===== config.mk =====
export PLATFORM = sky130hd
export DESIGN_NAME = nn_sequencer
export DESIGN_NICKNAME = d
export VERILOG_FILES = /design/src/rtl/nn_sequencer.sv
export SDC_FILE = /design/constraint.sdc
export NUM_CORES = 1
export LEC_CHECK = 0
export CAP_MARGIN = 15
export CORE_AREA = 2 2 85 87
export CTS_CLUSTER_SIZE = 25
export DETAILED_ROUTE_END_ITERATION = 10
export DIE_AREA = 0 0 87 89
export PLACE_DENSITY = 0.5
export SETUP_SLACK_MARGIN = 0.2
export SLEW_MARGIN = 5
export SYNTH_ARGS = -nofsm -noshare
export SYNTH_HDL_FRONTEND = slang
export SYNTH_SLANG_ARGS = --single-unit

===== constraint.sdc =====
create_clock -name clk -period 6.1 [get_ports clk]
set_input_delay 1.22 -clock clk [delete_from_list [all_inputs] [get_ports clk]]
set_output_delay 1.22 -clock clk [all_outputs]
set_load 0.005 [all_outputs]

===== src/rtl/nn_sequencer.sv =====
// nn_sequencer: control FSM driving hidden/output neuron passes and ArgMax per sample.
// Optional feature macro NN_SEQ_ACCURACY_EN adds label input and correct_count output.
module nn_sequencer #(
  parameter int NUM_SAMPLES    = 750,
  parameter int TIMEOUT_CYCLES = 1023,
  parameter int TO_W           = 10
) (
  input  logic        clk,
  input  logic        rst,
  input  logic        start,
  input  logic [9:0]  ready_vec,
  input  logic [4:0]  max_index,
`ifdef NN_SEQ_ACCURACY_EN
  input  logic [3:0]  label,
  output logic [10:0] correct_count,
`endif
  output logic        startNeurons,
  output logic [1:0]  ctrl_w_b_data_neuron,
  output logic        ld_regs1,
  output logic        ld_regs2,
  output logic        enMax,
  output logic [10:0] dataGroupNumber,
  output logic        result_valid,
  output logic [4:0]  result_index,
  output logic        busy,
  output logic        done,
  output logic        error
);

  typedef enum logic [3:0] {
    S_IDLE, S_H1_GO, S_H1_WAIT, S_H1_LD,
    S_H2_GO, S_H2_WAIT, S_H2_LD, S_O_GO,
    S_O_WAIT, S_AMAX, S_RES, S_DONE, S_ERR
  } state_t;

  localparam logic [10:0]   LP_LAST = 11'(NUM_SAMPLES - 1);
  localparam logic [TO_W:0] LP_TO   = (TO_W + 1)'(TIMEOUT_CYCLES);

  state_t          r_state;
  state_t          w_next;
  logic [10:0]     r_dgn;
  logic [4:0]      r_res;
  logic [TO_W-1:0] r_to;
  logic [TO_W:0]   w_to_inc;
  logic            w_wait;
  logic            w_adv;
  logic            w_limit;
  logic            w_launch;
  logic            w_last;

  // r_to == 0 marks the guard cycle right after a launch pulse
  assign w_to_inc = {1'b0, r_to} + (TO_W + 1)'(1);
  assign w_limit  = w_to_inc >= LP_TO;
  assign w_adv    = (&ready_vec) && (r_to != '0);
  assign w_last   = r_dgn == LP_LAST;
  assign w_wait   = (r_state == S_H1_WAIT) || (r_state == S_H2_WAIT) ||
                    (r_state == S_O_WAIT);
  assign w_launch = ((r_state == S_IDLE) || (r_state == S_DONE)) && start;

  always_ff @(posedge clk or posedge rst) begin
    if (rst) r_state <= S_IDLE;
    else     r_state <= w_next;
  end

  always_comb begin
    w_next               = r_state;
    startNeurons         = 1'b0;
    ld_regs1             = 1'b0;
    ld_regs2             = 1'b0;
    enMax                = 1'b0;
    result_valid         = 1'b0;
    ctrl_w_b_data_neuron = 2'b00;
    busy                 = 1'b1;
    done                 = 1'b0;
    error                = 1'b0;
    unique case (r_state)
      S_IDLE: begin
        busy = 1'b0;
        if (start) w_next = S_H1_GO;
      end
      S_H1_GO: begin
        startNeurons = 1'b1;
        w_next       = S_H1_WAIT;
      end
      S_H1_WAIT: begin
        if (w_adv)        w_next = S_H1_LD;
        else if (w_limit) w_next = S_ERR;
      end
      S_H1_LD: begin
        ld_regs1 = 1'b1;
        w_next   = S_H2_GO;
      end
      S_H2_GO: begin
        ctrl_w_b_data_neuron = 2'b01;
        startNeurons         = 1'b1;
        w_next               = S_H2_WAIT;
      end
      S_H2_WAIT: begin
        ctrl_w_b_data_neuron = 2'b01;
        if (w_adv)        w_next = S_H2_LD;
        else if (w_limit) w_next = S_ERR;
      end
      S_H2_LD: begin
        ctrl_w_b_data_neuron = 2'b01;
        ld_regs2             = 1'b1;
        w_next               = S_O_GO;
      end
      S_O_GO: begin
        ctrl_w_b_data_neuron = 2'b10;
        startNeurons         = 1'b1;
        w_next               = S_O_WAIT;
      end
      S_O_WAIT: begin
        ctrl_w_b_data_neuron = 2'b10;
        if (w_adv)        w_next = S_AMAX;
        else if (w_limit) w_next = S_ERR;
      end
      S_AMAX: begin
        ctrl_w_b_data_neuron = 2'b10;
        enMax                = 1'b1;
        w_next               = S_RES;
      end
      S_RES: begin
        ctrl_w_b_data_neuron = 2'b10;
        result_valid         = 1'b1;
        w_next               = w_last ? S_DONE : S_H1_GO;
      end
      S_DONE: begin
        busy = 1'b0;
        done = 1'b1;
        if (start) w_next = S_H1_GO;
      end
      S_ERR: begin
        busy  = 1'b0;
        error = 1'b1;
      end
      default: begin
        busy   = 1'b0;
        w_next = S_IDLE;
      end
    endcase
  end

  always_ff @(posedge clk or posedge rst) begin
    if (rst) begin
      r_dgn <= '0;
      r_res <= '0;
      r_to  <= '0;
    end else begin
      r_to <= w_wait ? w_to_inc[TO_W-1:0] : '0;
      if (w_launch)
        r_dgn <= '0;
      else if ((r_state == S_RES) && !w_last)
        r_dgn <= r_dgn + 11'd1;
      if (r_state == S_AMAX) r_res <= max_index;
    end
  end

  assign dataGroupNumber = r_dgn;
  assign result_index    = r_res;

`ifdef NN_SEQ_ACCURACY_EN
  logic [3:0]  r_label;
  logic [10:0] r_cc;

  always_ff @(posedge clk or posedge rst) begin
    if (rst) begin
      r_label <= '0;
      r_cc    <= '0;
    end else begin
      if (r_state == S_AMAX) r_label <= label;
      if (w_launch)
        r_cc <= '0;
      else if ((r_state == S_RES) && (r_res == {1'b0, r_label}) &&
               (r_cc != 11'h7FF))
        r_cc <= r_cc + 11'd1;
    end
  end

  assign correct_count = r_cc;
`endif

endmodule

# Yosys cells after proc, flatten, opt, wreduce, memory -nomap -nowiden
# Index checks and enable logic that the tools add are counted.
# totals
elab_cells,58
ff_bits,30
out_inout_bits,26
inputBits,18
# op_classes
n_bitwise,1
n_lt_le_gt_ge,1
n_mux,19
addsub,2
reduce_logical,17
n_eq_ne,14
# op_table
op,count
4-bit case mux with 12 select lines,1
4-bit 2-to-1 mux,6
11-bit 2-to-1 mux,2
"4-bit equality test, second input constant",5
"4-bit by 3-bit equality test with 1-bit output, second input constant",4
"10-bit by 1-bit adder with 11-bit output, second input constant",1
"11-bit by 1-bit adder with 11-bit output, second input constant",1
"11-bit by 10-bit equality test with 1-bit output, second input constant",1
"11-bit by 10-bit greater-or-equal comparator with 1-bit output, second input constant",1
10-bit 2-to-1 mux,1
10-bit AND reduction,1
10-bit nonzero test,1
10-bit OR reduction,1
"4-bit by 2-bit equality test with 1-bit output, second input constant",2
1-bit 2-to-1 mux,8
3-bit OR reduction,2
"4-bit by 1-bit equality test with 1-bit output, second input constant",1
4-bit logical NOT,1
2-bit case mux with 2 select lines,1
4-bit OR reduction,1
1-bit logical AND,3
1-bit logical OR,3
"2-bit by 1-bit != test with 1-bit output, second input constant",1
2-bit AND reduction,1
other kinds (4),4

# Longest topological paths before layout
# depth
ltp_word,5
depth_mapped,9
mapped_depth_nobuf,8

# Least setup slack after synthesis
# Ideal clock, no wire load.
# synth_path
kind,reg2out
start,register r_state[1]
end,output port enMax
arrival_time_ns,1.114
path_stages_with_launch,5
slack_ns,3.766
path_buffers,1
required_ns,4.880
path_cell_list,dfrtp_1 -> clkbuf_1 -> inv_1 -> nand2_1 -> nor2_1
# synth_between
elab_chain_cells,2
# synth_lines
item,line,source
from (decl),39,state_t r_state;
from (signal assigned),62,else r_state <= w_next;
4-bit equality test,76,unique case (r_state)
1-bit 2-to-1 mux,76,
to (decl),21,"output logic enMax,"
# No other way between the ends.

# Final worst setup path
# layout_path
start,register r_state[2]
end,output port enMax
# The elaborated chain is that of the path after synthesis.

==> results.yml <==
global_route:
  grt_pass1_vias: 1633
  use_met2_pct: 19.2
  grt_usage_pct: 12.8
  grt_max_degree: 31
  gr-usage-met3_pct: 2.12
  grt_pass1_wl_microns: 7860
  antenna_found_initial: 0
  grt_overflow: 0
  gr-max-usage-layer: "met2"
  grtUsageMet1_pct: 18.3
setup_path:
  cp_top_family: "buffers and inverters"
  crit_path_end_kind: "output port"
  cp_max_fo: 17
  path_depth: 4
  path_class: "reg2out"
  critical_path.startpoint_type: "flip-flop"
  r2r_slack_ps: 3810
  crit_end: "enMax"
  crit_start: "r_state[2]"
  r2r_cells: 7
  rr_startpoint: "r_to[0]"
  worstReg2RegEnd: "r_state[1]"
  required_ps: 4880
  cpPeakStageDelay_ps: 610
  crit_slowest_cell: "clkdlybuf4s50_1"
  worstPathCellList: "inv_1 -> nand2_1 -> nor2_1 -> clkdlybuf4s50_1"
  arrival_ps: 2250
  critPathBufInv: 2
synth:
  ys.warnings.count: 0
  synth_top_area_share_pct: 39.0
  syn-num-nets: 249
  syn_area_sq_um: 1920
  yosysSeqAreaShare_pct: 39.0
  synth_cell_type_count: 46
  synth_ff_type: "dfrtp_1"
  synth_edf_count: 0
  ys_seq_elements: 30
  ys_top_cells_by_area: "dfrtp_1 39%, nor2_1 6.2%, a21oi_1 4.7%"
  synth_area_leader_cell: "dfrtp_1"
  syn_avg_cell_area_sq_um: 8.51
  async_flop_share_pct: 100
  netlist_instances: 226
sta:
  maxSlewHeadroom_pct: 53.2
  fin_crit_ps: 3470
  fmax_mhz: 288
  fin_worst_skew_ps: 9.35
  setup_viol: 0
  drv_slew: 0
  hold_ws_ps: 509
  finalSetupTns_ps: 0
  hold_violations: 0
  fin_crit_sh_pct: 56.9
  setup_ws_ps: 2630
  rsz0062_at_grt: "false"
  worstMarginPinSlew_ps: 700
clock_network:
  cts_root_buf: "clkbuf_8"
  cts.sinks: 30
  cts_resized: 0
  cts_max_path_buffers: 2
  path_clk_slew_ps: 70
  htreeDepth: 2
  post_cts_buffers: 0
  cts_tree: "yes"
  clock_latency_ps: 280
  hold_buffers: 0
  cts_buffers: 5
placed_design:
  pre_cts_slack_ps: 2890
  routabilityCongestion: 0.799
  dpl.hpwl_microns: 3280
  port_buffers: 43
pwr:
  ir_worst_vdd_uv: 185
  power_leakage_nw: 0.985
  powerDensity_nw_per_um2: 328
die:
  io_pins: 44
  core_region_area_sq_um: 6720
  start_util_pct: 28.6
  dieArea_sq_um: 7740
  rows: 30
  die_h_microns: 89
  die_w_microns: 87
hold_path:
  holdCritPathClass: "reg2reg"
  hold_path_depth: 1
detailed_routing:
  drt_iter0_markers: 118
  drt-pass1-iter-count: 4
  viasPerCell: 4.92
  postRouteAntennaNets: 0
  vias: 1696
  wire_per_inst_microns: 13.3
  route.detailed.drc: 0
  finalWirelength_microns: 4580
finish:
  final_nets: 287
  drive_gt1_share_pct: 7.17
  synthToLayoutAreaGrowth_pct: 29.7
  layout_common_cells: "43 x clkdlybuf4s50_1, 32 x nor2_1, 30 x dfrtp_1"
  final_core_util_pct: 37.1
  final_common_cell: "clkdlybuf4s50_1"
  antenna_cells_inserted: 0
outcome:
  run_status: "finished, final reports clean"
job:
  cap_violations: 0
## per-layer routing
metal / vias to the layer above / part of all wire, %
met5: - / 0
met3: 6 / 3.1
li1: 866 / -
met4: 0 / 1.5
met2: 30 / 45
met1: 794 / 50
## worst min path at each step
stage	startpoint	to	slack (ps)
floorplan	result_index[0]	result_index[0]	510
global placement	result_index[4]	result_index[4]	500
detailed placement	result_index[1]	result_index[1]	500
CTS	result_index[1]	result_index[1]	510
global route	result_index[1]	result_index[1]	530
finish	result_index[1]	result_index[1]	510
## worst reg2reg max path, cell delays in order, from the launching register on
cell and delay [ps]:
dfrtp_1 470, ha_1 340, a21oi_1 160, o211ai_1 90, o21a_1 130, o32a_1 280
a211o_1 350, a221o_1 360
## cell type report
class / count / area, sq um
clock inverter: 1 / 5.00
sequential: 30 / 751
timing repair buffer: 44 / 438
clock buffer: 7 / 86.3
tap: 80 / 100
inverter: 11 / 41.3
multi-input combinational: 172 / 1070
fill: 680 / 4220
## sequential cells by signal (all words and copies together) (netlist names)
register         flops
r_to                10
result_index         5
dataGroupNumber     11
r_state              4
## power by group
| part | switching (W) | internal [W] |
|---|---|---|
| clock | 0.0000790 | 0.0000910 |
| combinational | 0.000153 | 0.000174 |
| sequential | 0.0000823 | 0.000238 |
| total | 0.000315 | 0.000503 |
## cell usage after synthesis, types with 6 or more instances
library cell / n
nand2_1: 17
xnor2_1: 9
or3_1: 6
a21oi_1: 18
o21ai_0: 11
nor2_1: 32
inv_1: 11
nand3_1: 10
buf_2: 7
dfrtp_1: 30
## kinds of logic after synthesis
| family | after synthesis | synth area share (%) |
|---|---|---|
| AND/OR/NAND/NOR | 99 | 26.5 |
| AO/OA/AOI/OAI | 49 | 16.7 |
| flip-flops | 30 | 39.0 |
| buffers and inverters | 24 | 5.14 |
| XOR/XNOR | 14 | 6.38 |
| multiplexers | 5 | 2.93 |
| adder cells (fa/ha/maj) | 5 | 3.25 |
## per-stage QoR
stage          area [sq um]  power, W  std cells
2_1_floorplan          1920  0.000501        226
3_3_place_gp           2400  0.000655        337
3_5_place_dp           2400  0.000654        337
4_1_cts                2490  0.000829        345
5_1_grt                2490  0.000890        345
6_report               2490  0.000818        345
Power figures use the tool's default switching activity.
